### src/rtl/solver_pkg.sv
// Shared types and constants for the limb-serial Mandelbrot solver sequencer.
package solver_pkg;
    typedef enum logic [1:0] {IDLE, RUN, CHECK, DONE} state_t;

    localparam int ITER_BITS     = 16;
    localparam int NUM_LIMBS_RST = 1;
    localparam int ITER_LIM_RST  = 0;
endpackage

### src/rtl/solver_controller_if.sv
// Host/datapath signal bundle for solver_controller: config, start, divergence in;
// status and limb stepping out.
interface solver_controller_if #(
    parameter int LIMB_INDEX_BITS = 6
);
    logic                            wr_num_limbs_en;
    logic [LIMB_INDEX_BITS-1:0]      num_limbs_data;
    logic                            wr_iter_lim_en;
    logic [solver_pkg::ITER_BITS-1:0] iter_lim_data;
    logic                            start;
    logic                            diverged;
    logic                            busy;
    logic                            done;
    logic                            escaped;
    logic [solver_pkg::ITER_BITS-1:0] iterations;
    logic [LIMB_INDEX_BITS-1:0]      limb_idx;
    logic                            limb_valid;
    logic                            first_limb;
    logic                            last_limb;
    logic                            first_iter;

    modport slave (
        input  wr_num_limbs_en, num_limbs_data, wr_iter_lim_en, iter_lim_data,
               start, diverged,
        output busy, done, escaped, iterations, limb_idx, limb_valid,
               first_limb, last_limb, first_iter
    );

    modport master (
        output wr_num_limbs_en, num_limbs_data, wr_iter_lim_en, iter_lim_data,
               start, diverged,
        input  busy, done, escaped, iterations, limb_idx, limb_valid,
               first_limb, last_limb, first_iter
    );
endinterface

### src/rtl/solver_controller_limb_counter.sv
// Limb index counter: clears to 0, steps by one when enabled, flags first/last limb.
module limb_counter #(
    parameter int LIMB_INDEX_BITS = 6
) (
    input  logic                       clock,
    input  logic                       reset,
    input  logic                       i_clear,
    input  logic                       i_enable,
    input  logic [LIMB_INDEX_BITS-1:0] i_num_limbs,
    output logic [LIMB_INDEX_BITS-1:0] o_idx,
    output logic                       o_first,
    output logic                       o_last
);
    logic [LIMB_INDEX_BITS-1:0] r_idx;

    always_ff @(posedge clock or posedge reset) begin
        if (reset)
            r_idx <= '0;
        else if (i_clear)
            r_idx <= '0;
        else if (i_enable)
            r_idx <= r_idx + 1'b1;
    end

    // num_limbs is never 0, so num_limbs-1 cannot wrap
    assign o_idx   = r_idx;
    assign o_first = (r_idx == '0);
    assign o_last  = (r_idx == i_num_limbs - 1'b1);
endmodule

### src/rtl/solver_controller.sv
// Sequencer for the limb-serial escape-time solver: walks every limb of every
// iteration, samples divergence once per iteration and reports the result.
module solver_controller
    import solver_pkg::*;
#(
    parameter int LIMB_INDEX_BITS = 6
) (
    input  logic                clock,
    input  logic                reset,
    solver_controller_if.slave  bus
);
    state_t                     r_state;
    logic [LIMB_INDEX_BITS-1:0] r_num_limbs;
    logic [ITER_BITS-1:0]       r_iter_lim;
    logic [ITER_BITS-1:0]       r_iterations;
    logic                       r_busy;
    logic                       r_done;
    logic                       r_escaped;
    logic                       r_limb_valid;
    logic                       r_first_iter;

    logic                       w_cfg_ok;
    logic                       w_accept;
    logic [ITER_BITS-1:0]       w_iter_next;
    logic                       w_stop;
    logic                       w_cnt_clear;
    logic                       w_cnt_en;
    logic [LIMB_INDEX_BITS-1:0] w_num_limbs_wr;
    logic [LIMB_INDEX_BITS-1:0] w_idx;
    logic                       w_first;
    logic                       w_last;

    assign w_cfg_ok       = (r_state == IDLE) || (r_state == DONE);
    assign w_accept       = w_cfg_ok && bus.start;
    assign w_iter_next    = (r_iterations == '1) ? r_iterations : r_iterations + 1'b1;
    assign w_stop         = bus.diverged || (w_iter_next == r_iter_lim);
    assign w_cnt_clear    = w_accept || ((r_state == CHECK) && !w_stop);
    assign w_cnt_en       = (r_state == RUN) && !w_last;
    // a zero limb count would make the last-limb compare wrap
    assign w_num_limbs_wr = (bus.num_limbs_data == '0) ? LIMB_INDEX_BITS'(1) : bus.num_limbs_data;

    limb_counter #(.LIMB_INDEX_BITS(LIMB_INDEX_BITS)) u_limb_counter (
        .clock       (clock),
        .reset       (reset),
        .i_clear     (w_cnt_clear),
        .i_enable    (w_cnt_en),
        .i_num_limbs (r_num_limbs),
        .o_idx       (w_idx),
        .o_first     (w_first),
        .o_last      (w_last)
    );

    always_ff @(posedge clock or posedge reset) begin
        if (reset) begin
            r_state      <= IDLE;
            r_num_limbs  <= LIMB_INDEX_BITS'(NUM_LIMBS_RST);
            r_iter_lim   <= ITER_BITS'(ITER_LIM_RST);
            r_iterations <= '0;
            r_busy       <= 1'b0;
            r_done       <= 1'b0;
            r_escaped    <= 1'b0;
            r_limb_valid <= 1'b0;
            r_first_iter <= 1'b0;
        end else begin
            if (w_cfg_ok) begin
                if (bus.wr_num_limbs_en) r_num_limbs <= w_num_limbs_wr;
                if (bus.wr_iter_lim_en)  r_iter_lim  <= bus.iter_lim_data;
            end
            case (r_state)
                IDLE, DONE: begin
                    if (bus.start) begin
                        r_iterations <= '0;
                        r_escaped    <= 1'b0;
                        if (r_iter_lim == '0) begin
                            r_state      <= DONE;
                            r_done       <= 1'b1;
                            r_busy       <= 1'b0;
                            r_limb_valid <= 1'b0;
                            r_first_iter <= 1'b0;
                        end else begin
                            r_state      <= RUN;
                            r_done       <= 1'b0;
                            r_busy       <= 1'b1;
                            r_limb_valid <= 1'b1;
                            r_first_iter <= 1'b1;
                        end
                    end
                end
                RUN: begin
                    if (w_last) begin
                        r_state      <= CHECK;
                        r_limb_valid <= 1'b0;
                    end
                end
                CHECK: begin
                    r_iterations <= w_iter_next;
                    r_first_iter <= 1'b0;
                    if (w_stop) begin
                        // divergence wins over limit when both hit together
                        r_state   <= DONE;
                        r_done    <= 1'b1;
                        r_busy    <= 1'b0;
                        r_escaped <= bus.diverged;
                    end else begin
                        r_state      <= RUN;
                        r_limb_valid <= 1'b1;
                    end
                end
                default: r_state <= IDLE;
            endcase
        end
    end

    assign bus.busy       = r_busy;
    assign bus.done       = r_done;
    assign bus.escaped    = r_escaped;
    assign bus.iterations = r_iterations;
    assign bus.limb_idx   = w_idx;
    assign bus.limb_valid = r_limb_valid;
    assign bus.first_iter = r_first_iter;
    assign bus.first_limb = r_limb_valid && w_first;
    assign bus.last_limb  = r_limb_valid && w_last;
endmodule

### src/flat_wrapper.sv
// flat-port wrapper written by rule: the top's interface ports become plain ports
module solver_controller_flat import solver_pkg::*;
#(
    parameter int LIMB_INDEX_BITS = 6
)
  (clock, reset, bus_wr_num_limbs_en, bus_num_limbs_data, bus_wr_iter_lim_en, bus_iter_lim_data, bus_start, bus_diverged, bus_busy, bus_done, bus_escaped, bus_iterations, bus_limb_idx, bus_limb_valid, bus_first_limb, bus_last_limb, bus_first_iter);
  solver_controller_if #(.LIMB_INDEX_BITS(LIMB_INDEX_BITS)) bus_i ();
  input  logic clock;
  input  logic reset;
  input wire logic [$bits(bus_i.wr_num_limbs_en)-1:0] bus_wr_num_limbs_en;
  input wire logic [$bits(bus_i.num_limbs_data)-1:0] bus_num_limbs_data;
  input wire logic [$bits(bus_i.wr_iter_lim_en)-1:0] bus_wr_iter_lim_en;
  input wire logic [$bits(bus_i.iter_lim_data)-1:0] bus_iter_lim_data;
  input wire logic [$bits(bus_i.start)-1:0] bus_start;
  input wire logic [$bits(bus_i.diverged)-1:0] bus_diverged;
  output wire logic [$bits(bus_i.busy)-1:0] bus_busy;
  output wire logic [$bits(bus_i.done)-1:0] bus_done;
  output wire logic [$bits(bus_i.escaped)-1:0] bus_escaped;
  output wire logic [$bits(bus_i.iterations)-1:0] bus_iterations;
  output wire logic [$bits(bus_i.limb_idx)-1:0] bus_limb_idx;
  output wire logic [$bits(bus_i.limb_valid)-1:0] bus_limb_valid;
  output wire logic [$bits(bus_i.first_limb)-1:0] bus_first_limb;
  output wire logic [$bits(bus_i.last_limb)-1:0] bus_last_limb;
  output wire logic [$bits(bus_i.first_iter)-1:0] bus_first_iter;
  assign bus_i.wr_num_limbs_en = bus_wr_num_limbs_en;
  assign bus_i.num_limbs_data = bus_num_limbs_data;
  assign bus_i.wr_iter_lim_en = bus_wr_iter_lim_en;
  assign bus_i.iter_lim_data = bus_iter_lim_data;
  assign bus_i.start = bus_start;
  assign bus_i.diverged = bus_diverged;
  assign bus_busy = bus_i.busy;
  assign bus_done = bus_i.done;
  assign bus_escaped = bus_i.escaped;
  assign bus_iterations = bus_i.iterations;
  assign bus_limb_idx = bus_i.limb_idx;
  assign bus_limb_valid = bus_i.limb_valid;
  assign bus_first_limb = bus_i.first_limb;
  assign bus_last_limb = bus_i.last_limb;
  assign bus_first_iter = bus_i.first_iter;
  solver_controller #(.LIMB_INDEX_BITS(LIMB_INDEX_BITS)) u_core (.clock(clock), .reset(reset), .bus(bus_i));
endmodule
### config.mk
export PLATFORM = sky130hd
export DESIGN_NAME = solver_controller_flat
export DESIGN_NICKNAME = d
export VERILOG_FILES = /design/src/rtl/solver_pkg.sv /design/src/rtl/solver_controller_if.sv /design/src/rtl/solver_controller_limb_counter.sv /design/src/rtl/solver_controller.sv /design/src/flat_wrapper.sv
export SDC_FILE = /design/constraint.sdc
export NUM_CORES = 1
export LEC_CHECK = 0
export ABC_AREA = 1
export BUFFER_PORTS_ARGS = -buffer_cell sky130_fd_sc_hd__buf_2
export CORE_ASPECT_RATIO = 0.7
export CORE_MARGIN = 3
export CORE_UTILIZATION = 56
export CTS_BUF_LIST = sky130_fd_sc_hd__clkbuf_4 sky130_fd_sc_hd__clkbuf_8 sky130_fd_sc_hd__clkbuf_16
export DETAILED_ROUTE_END_ITERATION = 8
export PLACE_DENSITY = 0.83
export SYNTH_ARGS = -nofsm -noshare
export SYNTH_HDL_FRONTEND = slang
export SYNTH_SLANG_ARGS = --single-unit
export TNS_END_PERCENT = 50
### constraint.sdc
create_clock -name clock -period 2.3 [get_ports clock]
set_input_delay 0.46 -clock clock [delete_from_list [all_inputs] [get_ports clock]]
set_output_delay 0.46 -clock clock [all_outputs]
set_load 0.02 [all_outputs]
Word level (Yosys, flattened, before mapping)
Cells that the tools add are included.
W data, S select, Z words.
Storage, ports and cells
  register bits after elaboration: 51
  output and inout bits: 29
Cells by class
  equality and inequality tests: 10
  muxes and demuxes: 26
  add/sub/neg operators: 3
  reduce and logical (&&, ||, !) cells: 23
Operators with widths (count)
  $mux W16: 2
  $pmux W16 S2: 1
  $mux W6: 3
  $add A16 B1 Y16 const B: 1
  $eq A16 B16 Y1: 1
  $eq A16 B16 Y1 const B: 1
  $logic_not A16 Y1: 1
  $logic_not A6 Y1: 2
  $mux W1: 10
  $mux W2: 4
  $pmux W1 S2: 4
  $reduce_and A2 Y1: 4
  $add A6 B1 Y6 const B: 1
  $eq A6 B6 Y1: 1
  $pmux W2 S3: 1
  $reduce_and A3 Y1: 2
  $sub A6 B1 Y6 const B: 1
  $logic_and A1 B1 Y1: 5
  $eq A2 B2 Y1 const B: 2
  $ne A2 B1 Y1 const B: 2
  $ne A2 B2 Y1 const B: 2
  $reduce_bool A2 Y1: 2
  $logic_or A1 B1 Y1: 3
  $pmux W1 S3: 1
  other kinds (4): 5

Depth between registers and ports, before layout
Gate-level depths: netlist (run 1).
  depth in word-level cells: 8
  gate-level depth with buffers: 19
  depth with buffers taken out: 18

Cells and area by module
A second synthesis (run 1) with hierarchy kept.
Unflattened totals
  cells, all modules: 475
  area total of the unflattened synthesis: 3289.4 um2
By module, submodules not included
  solver_controller: area each 2720.1 um2, cells an instance 387, instances 1
  limb_counter: area each 569.3 um2, cells an instance 88, instances 1

Worst setup path after synthesis (run 1)
Ideal clock, no wire load.
  path type: register to register
  from: register u_core.r_iterations[0] (netlist: u_core.bus.iterations[0])
  to: register u_core.r_busy (netlist: u_core.bus.busy)
  arrival: 2.079 ns
  required time: 2.183 ns
  period minus slack after synthesis: 2.196 ns
  slack: 0.104 ns
  stages on the path, launching flop included: 18
  cell sequence: dfrtp_1 > ha_1 > nand2_2 > nor2_4 > nand2_4 > nor2_4 > inv_2 > buf_6 > nand3_1 > nand2_1 > nor2_1 > nand2_1 > nor2_1 > nand3_2 > nand3_4 > nand3_2 > nand2_1 > nand2_1
On the way
  longest elaborated chain between the ends: 6
  elaborated cells between the ends (all ways): 7
Ends and longest elaborated chain
  start, declared: RTL line solver_controller.sv:15  | logic [ITER_BITS-1:0] r_iterations;
  start signal, assigned: RTL line solver_controller.sv:96  | r_iterations <= w_iter_next;
  $add A16 B1 Y16 / $eq A16 B16 Y1 (equally long branches): RTL line solver_controller.sv:35  | assign w_iter_next = (r_iterations == '1) ? r_iterations : r_iterations + 1'b1;
  $mux W16 (*): RTL line solver_controller.sv:35
  $eq A16 B16 Y1 (*): RTL line solver_controller.sv:36  | assign w_stop = bus.diverged || (w_iter_next == r_iter_lim);
  $logic_or A1 B1 Y1 (*): RTL line solver_controller.sv:36
  $ne A2 B1 Y1 (no source line) (*)
  $reduce_and A3 Y1 (no source line) (*)
  end signal, assigned: RTL line solver_controller.sv:59  | r_busy <= 1'b0;
  end signal, assigned: RTL line solver_controller.sv:77  | r_busy <= 1'b0;
  end signal, assigned: RTL line solver_controller.sv:83  | r_busy <= 1'b1;
  end, declared: RTL line solver_controller.sv:16  | logic r_busy;
Mark *: on every way between the ends. The rest lies on a longest branch, timed or not.
A chain may end at the register's enable or synchronous reset.

Worst setup path in the final report (run 1)
  from: register u_core.r_num_limbs[0]
  to: output bus_last_limb
On the way
  longest elaborated chain between the ends: 3
Ends and longest elaborated chain
  start, declared: RTL line solver_controller.sv:13  | logic [LIMB_INDEX_BITS-1:0] r_num_limbs;
  start signal, assigned: RTL line solver_controller.sv:56  | r_num_limbs <= LIMB_INDEX_BITS'(NUM_LIMBS_RST);
  start signal, assigned: RTL line solver_controller.sv:66  | if (bus.wr_num_limbs_en) r_num_limbs <= w_num_limbs_wr;
  $sub A6 B1 Y6: RTL line solver_controller_limb_counter.sv:28  | assign o_last = (r_idx == i_num_limbs - 1'b1);
  $eq A6 B6 Y1: RTL line solver_controller_limb_counter.sv:28
  $logic_and A1 B1 Y1: RTL line solver_controller.sv:122  | assign bus.last_limb = r_limb_valid && w_last;
  end, declared: RTL line flat_wrapper.sv:23  | output wire logic [$bits(bus_i.last_limb)-1:0] bus_last_limb;
No other way between the ends.

==> results of run 1 <==
==> registers in the layout (all words and copies together) (netlist names) <==
name / flops
u_core.bus.busy: 1
u_core.r_num_limbs: 6
u_core.bus.limb_valid: 1
u_core.bus.escaped: 1
u_core.bus.first_iter: 1
u_core.r_iter_lim: 16
u_core.u_limb_counter.o_idx: 6
u_core.bus.done: 1
u_core.r_state: 2
u_core.bus.iterations: 16
==> final cells by class <==
class,instances,area (µm²),area share
Timing Repair inverter,2,12.5,0.00313
Tap cell,72,90.1,0.0225
Inverter,63,246,0.0616
Clock buffer,5,68.8,0.0172
Timing Repair Buffer,78,477,0.119
Multi-Input combinational cell,330,1790,0.446
Clock inverter,3,43.8,0.0109
Sequential cell,51,1280,0.319
==> routing by layer <==
metal	global-route usage	part of all wire
met5	0	0
met4	0.0498	0.0091
met3	0.0513	0.10
met2	0.363	0.42
met1	0.401	0.46
==> power groups by stage <==
stage | combinational, mW | sequential (mW) | clock, mW
after CTS | 1.89 | 1.44 | 0.639
after detailed placement | 1.84 | 1.45 | 0
after global placement | 1.78 | 1.44 | 0
after global routing | 2.21 | 1.50 | 0.681
final | 1.98 | 1.47 | 0.638
after floorplan | 1.25 | 1.49 | 0
==> per-stage QoR <==
| stage | area [µm²] | setup WS [ps] |
|---|---|---|
| 2_1_floorplan | 3240 | 104 |
| 3_3_place_gp | 3710 | -15.2 |
| 3_5_place_dp | 3710 | -79.0 |
| 4_1_cts | 3870 | -14.2 |
| 5_1_grt | 4000 | -164 |
| 6_report | 4000 | -69.0 |
==> worst paths after layout <==
kind,start,to,slack [ps]
worst max-delay path,u_core.r_num_limbs[0],bus_last_limb,-70
worst min-delay path,reset,u_core.r_num_limbs[5],150
worst max register to register,u_core.bus.iterations[1],u_core.bus.escaped,10
worst min register to register,u_core.bus.done,u_core.bus.done,480
max in group asynchronous,reset,u_core.r_num_limbs[0],1560
min in group clock,bus_iter_lim_data[2],u_core.r_iter_lim[2],390
==> cell families after synthesis <==
kind of cell,after synthesis,synth area share
buffers and inverters,72,0.0880
DFF,51,0.394
adders and majority gates,7,0.0270
muxes,1,0.00347
and+or+nand+nor,260,0.372
xor gates and xnor gates,13,0.0351
AOI/OAI and AO/OA,49,0.0810
==> worst register-to-register path, delay by kind of cell (launching register included) <==
kind                       cells  cell delay [ps]
adders and majority gates      1              190
buffers and inverters          2              190
and+or+nand+nor               14             1360
DFF                            1              430
==> cell usage after synthesis (all sizes together) <==
cell type,n
a22o,2
o21ai,22
nand2,139
nor4,4
nand3,40
a21oi,21
buf,2
a22oi,1
xnor2,7
nand4,16
xor2,6
nor2,56
dfstp,1
mux2,1
nor3,4
o22ai,3
dfrtp,50
nand3b,1
inv,63
ha,7
clkbuf,7
==> timing repair <==
| item | in CTS | in global routing |
|---|---|---|
| setup buffers | 1 | 3 |
| cloned | 0 | 2 |
| pin swaps | 3 | 10 |
| hold buffers | 0 | 0 |
| gates resized for setup | 8 | 28 |
| endpoints found under the setup margin | 12 | 12 |
==> results.py, run 1 <==
metrics = {
    "die": {
        "core_mm2": 0.00542,
        "initial_utilization": 0.598,
        "die_h_um": 69.7,
        "die_x_um": 97.0,
        "rows": 22,
        "dieArea_mm2": 0.00675,
        "io_pins": 57,
    },
    "timing": {
        "finalCritPeriodShare": 1.03,
        "drv_slew": 0,
        "slew_headroom": 0.676,
        "finalHoldViolCount": 0,
        "rsz0062_at_grt": "true",
        "tightest_slew_ps": 486,
        "clock.fmax_ghz": 0.422,
        "setup_tns_ps": -69.0,
        "hold-worst-slack_ps": 153,
        "setup_ws_ps": -69.0,
        "finalSetupViolations": 1,
        "fin_crit_ps": 2370,
        "finClkSkew_ps": 7.35,
    },
    "yosys": {
        "synth.distinct_cells": 31,
        "seq_area_frac_synth": 0.394,
        "synth_area_per_cell_um2": 7.16,
        "syn_nets": 488,
        "syn_inst": 453,
        "synth_area_mm2": 0.00324,
        "ys.warnings.count": 0,
        "synth_top_area_share": 0.386,
        "synth-seq-cells": 51,
        "synth.area.top_cells": "dfrtp_1, nand2_1, inv_1",
        "synth.largest_area_cell": "dfrtp_1",
    },
    "cells_and_area": {
        "area_growth_pct": 23.4,
        "final_cells": 604,
        "final_common_cell": "nand2_1",
        "final_cell_mix": "nand2_1, inv_1, buf_2",
        "fillers": 425,
        "num-nets-final": 566,
        "drive_above_1_share": 0.259,
        "diodes": 0,
        "fin_util": 0.738,
    },
    "worst_setup_path": {
        "crit_top_cell": "nor2_1",
        "crit_slowest_cell": "dfstp_2",
        "crit_fanout": 4,
        "critPathArrivalTime_ps": 1910,
        "crit_cells": 8,
        "r2r_cells": 17,
        "worst-path-buf-inv": 2,
        "slowest_delay_ps": 570,
        "crit_family": "flip-flops",
        "cp-start-kind": "register",
        "crit_chain": "inv_4 > ha_4 > xnor2_2 > xor2_1 > nor2_1 > nand4_1 > nor2_1 > buf_4",
        "cp-end-kind": "output pin",
        "path_class": "reg -> out",
        "required_ps": 1840,
    },
    "detailed_routing": {
        "via_per_inst": 5.38,
        "drt_iter0_markers": 304,
        "routed_wl_mm": 8.87,
        "drc": 0,
        "firstDrtPassIters": 5,
        "wl_per_cell_um": 14.7,
        "via_count": 3248,
        "ant_nets": 0,
    },
    "placement": {
        "place_congestion": 0.942,
        "dp_cells": 590,
        "place_hpwl_mm": 6.69,
        "port_buffers": 56,
    },
    "power_and_ir_drop": {
        "clockPowerShare": 0.156,
        "irDropWorstVdd_v": 0.000862,
        "total_power_mw": 4.09,
        "power_frac_seq": 0.359,
        "combPwrFrac": 0.485,
        "p_per_area_mw_per_mm2": 1020,
        "p_leak_nw": 2.11,
        "switchingPower_mw": 1.84,
        "switching_share": 0.450,
        "p_int_mw": 2.25,
    },
    "clock_tree": {
        "cts_made_buffers": 5,
        "clk_pin_slew_worst_paths_ps": 100,
        "cts_tree": "yes",
        "htreeDepth": 2,
        "cts_buffer_depth": 2,
        "root_buffer": "clkbuf_8",
        "cts.sinks": 51,
        "clk_latency_ps": 310,
    },
    "global_route": {
        "antenna_found_initial": 0,
        "grt_pass1_vias": 2914,
        "grt_pass1_wl_mm": 14.1,
        "grt.overflow.total": 0,
        "grt_use_total": 0.256,
        "grt_max_degree": 33,
    },
    "run_status": {
        "status": "finished with violations",
        "violations": "negative setup slack",
    },
    "flow_run": {
        "maxCapViolCount": 0,
    },
    "min_path": {
        "hold_class": "in -> async",
    },
}
(Power assumes the default switching activity.)
==> run 2, diff against run 1 <==
--- a/config.mk
+++ b/config.mk
@@ -5,14 +5,13 @@
 export SDC_FILE = /design/constraint.sdc
 export NUM_CORES = 1
 export LEC_CHECK = 0
-export ABC_AREA = 1
 export BUFFER_PORTS_ARGS = -buffer_cell sky130_fd_sc_hd__buf_2
 export CORE_ASPECT_RATIO = 0.7
 export CORE_MARGIN = 3
-export CORE_UTILIZATION = 56
+export CORE_UTILIZATION = 57
 export CTS_BUF_LIST = sky130_fd_sc_hd__clkbuf_4 sky130_fd_sc_hd__clkbuf_8 sky130_fd_sc_hd__clkbuf_16
 export DETAILED_ROUTE_END_ITERATION = 8
-export PLACE_DENSITY = 0.83
+export PLACE_DENSITY = 0.8
 export SYNTH_ARGS = -nofsm -noshare
 export SYNTH_HDL_FRONTEND = slang
 export SYNTH_SLANG_ARGS = --single-unit
==> results.py, run 2 <==
metrics = {
    "clock_tree": {
        "cts_buffer_depth": 2,
        "cts_tree": "yes",
        "cts_hold_buffers": 0,
        "root_buffer": "clkbuf_8",
        "clk_latency_ps": 310,
        "clk_pin_slew_worst_paths_ps": 90,
        "cts_made_buffers": 5,
        "htreeDepth": 2,
        "cts.sinks": 51,
    },
    "run_status": {
        "violations": "negative setup slack",
        "status": "finished with violations",
    },
    "power_and_ir_drop": {
        "p_leak_nw": 2.36,
        "switching_share": 0.453,
        "clockPowerShare": 0.108,
        "switchingPower_mw": 2.36,
        "p_int_mw": 2.86,
        "power_frac_seq": 0.307,
        "irDropWorstVdd_v": 0.000919,
        "p_per_area_mw_per_mm2": 1020,
        "combPwrFrac": 0.585,
    },
    "detailed_routing": {
        "firstDrtPassIters": 6,
        "drc": 0,
        "drt_iter0_markers": 595,
        "ant_nets": 0,
        "routed_wl_mm": 13.8,
        "via_count": 4173,
        "wl_per_cell_um": 22.5,
        "via_per_inst": 6.82,
    },
    "timing": {
        "finalCritPeriodShare": 1.21,
        "clock.fmax_ghz": 0.359,
        "finalHoldViolCount": 0,
        "fin_crit_ps": 2790,
        "setup_ws_ps": -485,
        "hold-worst-slack_ps": 186,
        "finClkSkew_ps": 8.07,
        "rsz0062_at_grt": "true",
        "finalSetupViolations": 13,
        "setup_tns_ps": -4760,
        "slew_headroom": 0.612,
        "drv_slew": 0,
        "tightest_slew_ps": 576,
    },
    "yosys": {
        "synth_top_area_share": 0.353,
        "synth.area.top_cells": "dfrtp_1, mux2_2, xnor2_1",
        "synth_area_per_cell_um2": 9.05,
        "syn_nets": 427,
        "seq_area_frac_synth": 0.360,
        "synth.distinct_cells": 66,
        "async_flop_share": 1.00,
        "synth_edf_count": 0,
        "synth-seq-cells": 51,
        "syn_inst": 392,
        "synth.largest_area_cell": "dfrtp_1",
        "synth_area_mm2": 0.00355,
        "synthFlopType": "dfrtp_1",
        "ys_top_cells_by_count": "dfrtp_1, nor2_1, nand2_1",
        "synth_most_common_cell": "dfrtp_1",
        "ys.warnings.count": 0,
    },
    "die": {
        "die_x_um": 100,
        "io_pins": 57,
        "core_mm2": 0.00587,
        "rows": 23,
        "die_h_um": 72.0,
        "dieArea_mm2": 0.00722,
        "initial_utilization": 0.604,
    },
    "global_route": {
        "grt_pass1_wl_mm": 19.6,
        "grt.overflow.total": 0,
        "grt_max_degree": 29,
        "grt_use_total": 0.350,
        "grt_pass1_vias": 3819,
        "antenna_found_initial": 0,
    },
    "cells_and_area": {
        "final-seq-area_mm2": 0.00129,
        "diodes": 0,
        "area_growth_pct": 43.8,
        "final_cell_mix": "buf_4, buf_2, dfrtp_1",
        "num-nets-final": 571,
        "fillers": 313,
        "multi_input_area_mm2": 0.00247,
        "drive_above_1_share": 0.482,
        "final_common_cell": "buf_4",
    },
    "flow_run": {
        "maxCapViolCount": 0,
    },
    "worst_setup_path": {
        "crit_chain": "ha_4 > buf_4 > nand2_1 > buf_4 > o31ai_2 > nand3_1 > or4_4 > o31ai_4 > nand2_1 > a21o_1",
        "required_ps": 2500,
        "cp-start-kind": "register",
        "slowest_delay_ps": 560,
        "cp-end-kind": "register",
        "critPathArrivalTime_ps": 2990,
        "crit_slowest_cell": "or4_4",
        "crit_family": "simple AND/OR/NAND/NOR gates",
        "path_class": "reg -> reg",
        "crit_fanout": 6,
        "worst-path-buf-inv": 2,
    },
    "placement": {
        "place_hpwl_mm": 8.76,
        "place_congestion": 1.04,
        "port_buffers": 56,
    },
    "min_path": {
        "hold_class": "in -> async",
    },
}
## run 2: cell count changes after synthesis, moves of 8 or more
cell and delta:
mux2_2 +21, nor2_1 -13, nor3_1 +10, buf_2 +8, xnor2_1 +14, nand3_1 -22, inv_1 -49, nand2_1 -101
## run 2: power by group through the flow
| stage | registers [mW] | clock network (mW) | logic, mW |
|---|---|---|---|
| after global placement | 1.55 | 0 | 2.53 |
| after detailed placement | 1.57 | 0 | 2.62 |
| after global routing | 1.62 | 0.609 | 3.26 |
| after floorplan | 1.56 | 0 | 1.71 |
| after CTS | 1.56 | 0.571 | 2.75 |
| final | 1.60 | 0.566 | 3.05 |
## run 2: cells by family (layout without fill, tap and decap cells)
group,count (synthesis),count (layout),share of synthesized area
compound gates,96,96,0.185
mux,25,25,0.0797
simple gates,151,151,0.234
xor+xnor,28,28,0.0733
fa+ha+maj,7,7,0.0247
buf+inv,34,179,0.0430
flops,51,51,0.360
## run 2: per-layer routing
layer,GRT usage,share of wire,vias to the layer above
met5,0,0,-
met4,0.133,0.051,0
met3,0.0807,0.13,90
met2,0.507,0.42,348
met1,0.513,0.40,1975
li1,-,-,1760
## run 2: worst register-to-register path: stages (launching register included)
cell,delay (ps)
dfrtp_2,410
ha_4,190
buf_4,140
nand2_1,110
buf_4,190
o31ai_2,360
nand3_1,190
or4_4,560
o31ai_4,270
nand2_1,100
a21o_1,170
## run 2: through the flow
step                power, mW  setup slack (ps)  utilization  cell area [µm²]  cells
global route             5.49              -571        0.869             5100    612
CTS                      4.88              -353        0.833             4890    606
detailed placement       4.18              -469        0.778             4570    587
finish                   5.22              -485        0.869             5100    612
global placement         4.08              -446        0.778             4570    587
floorplan                3.27              -376            -             3670    392
## run 2: final cells by class
class	count	share of cell area
Clock inverter	1	0.00172
Sequential cell	51	0.254
Multi-Input combinational cell	307	0.484
Inverter	12	0.00883
Timing Repair Buffer	159	0.216
Tap cell	75	0.0184
Clock buffer	7	0.0177
## run 2: path summary, 6_finish.rpt
| check | from | endpoint | slack [ps] | cells after the start |
|---|---|---|---|---|
| setup / recovery | u_core.bus.iterations[1] | u_core.bus.busy | -490 | 10 |
| hold / removal | reset | u_core.r_state[0] | 190 | 2 |
| setup reg to reg | u_core.bus.iterations[1] | u_core.bus.busy | -490 | 10 |
| hold reg to reg | u_core.bus.first_iter | u_core.bus.first_iter | 540 | 2 |
| max in group asynchronous | reset | u_core.bus.iterations[3] | 1550 | 3 |
| min in group clock | bus_iter_lim_data[1] | u_core.r_iter_lim[1] | 380 | 2 |
## run 2: what timing repair did
| action | 4_1_cts | 5_1_grt |
|---|---|---|
| setup buffers | 11 | 7 |
| endpoints found under the setup margin | 13 | 13 |
| pin swaps | 14 | 12 |
| resized for setup | 28 | 40 |
| endpoints found under the hold margin | 0 | 0 |
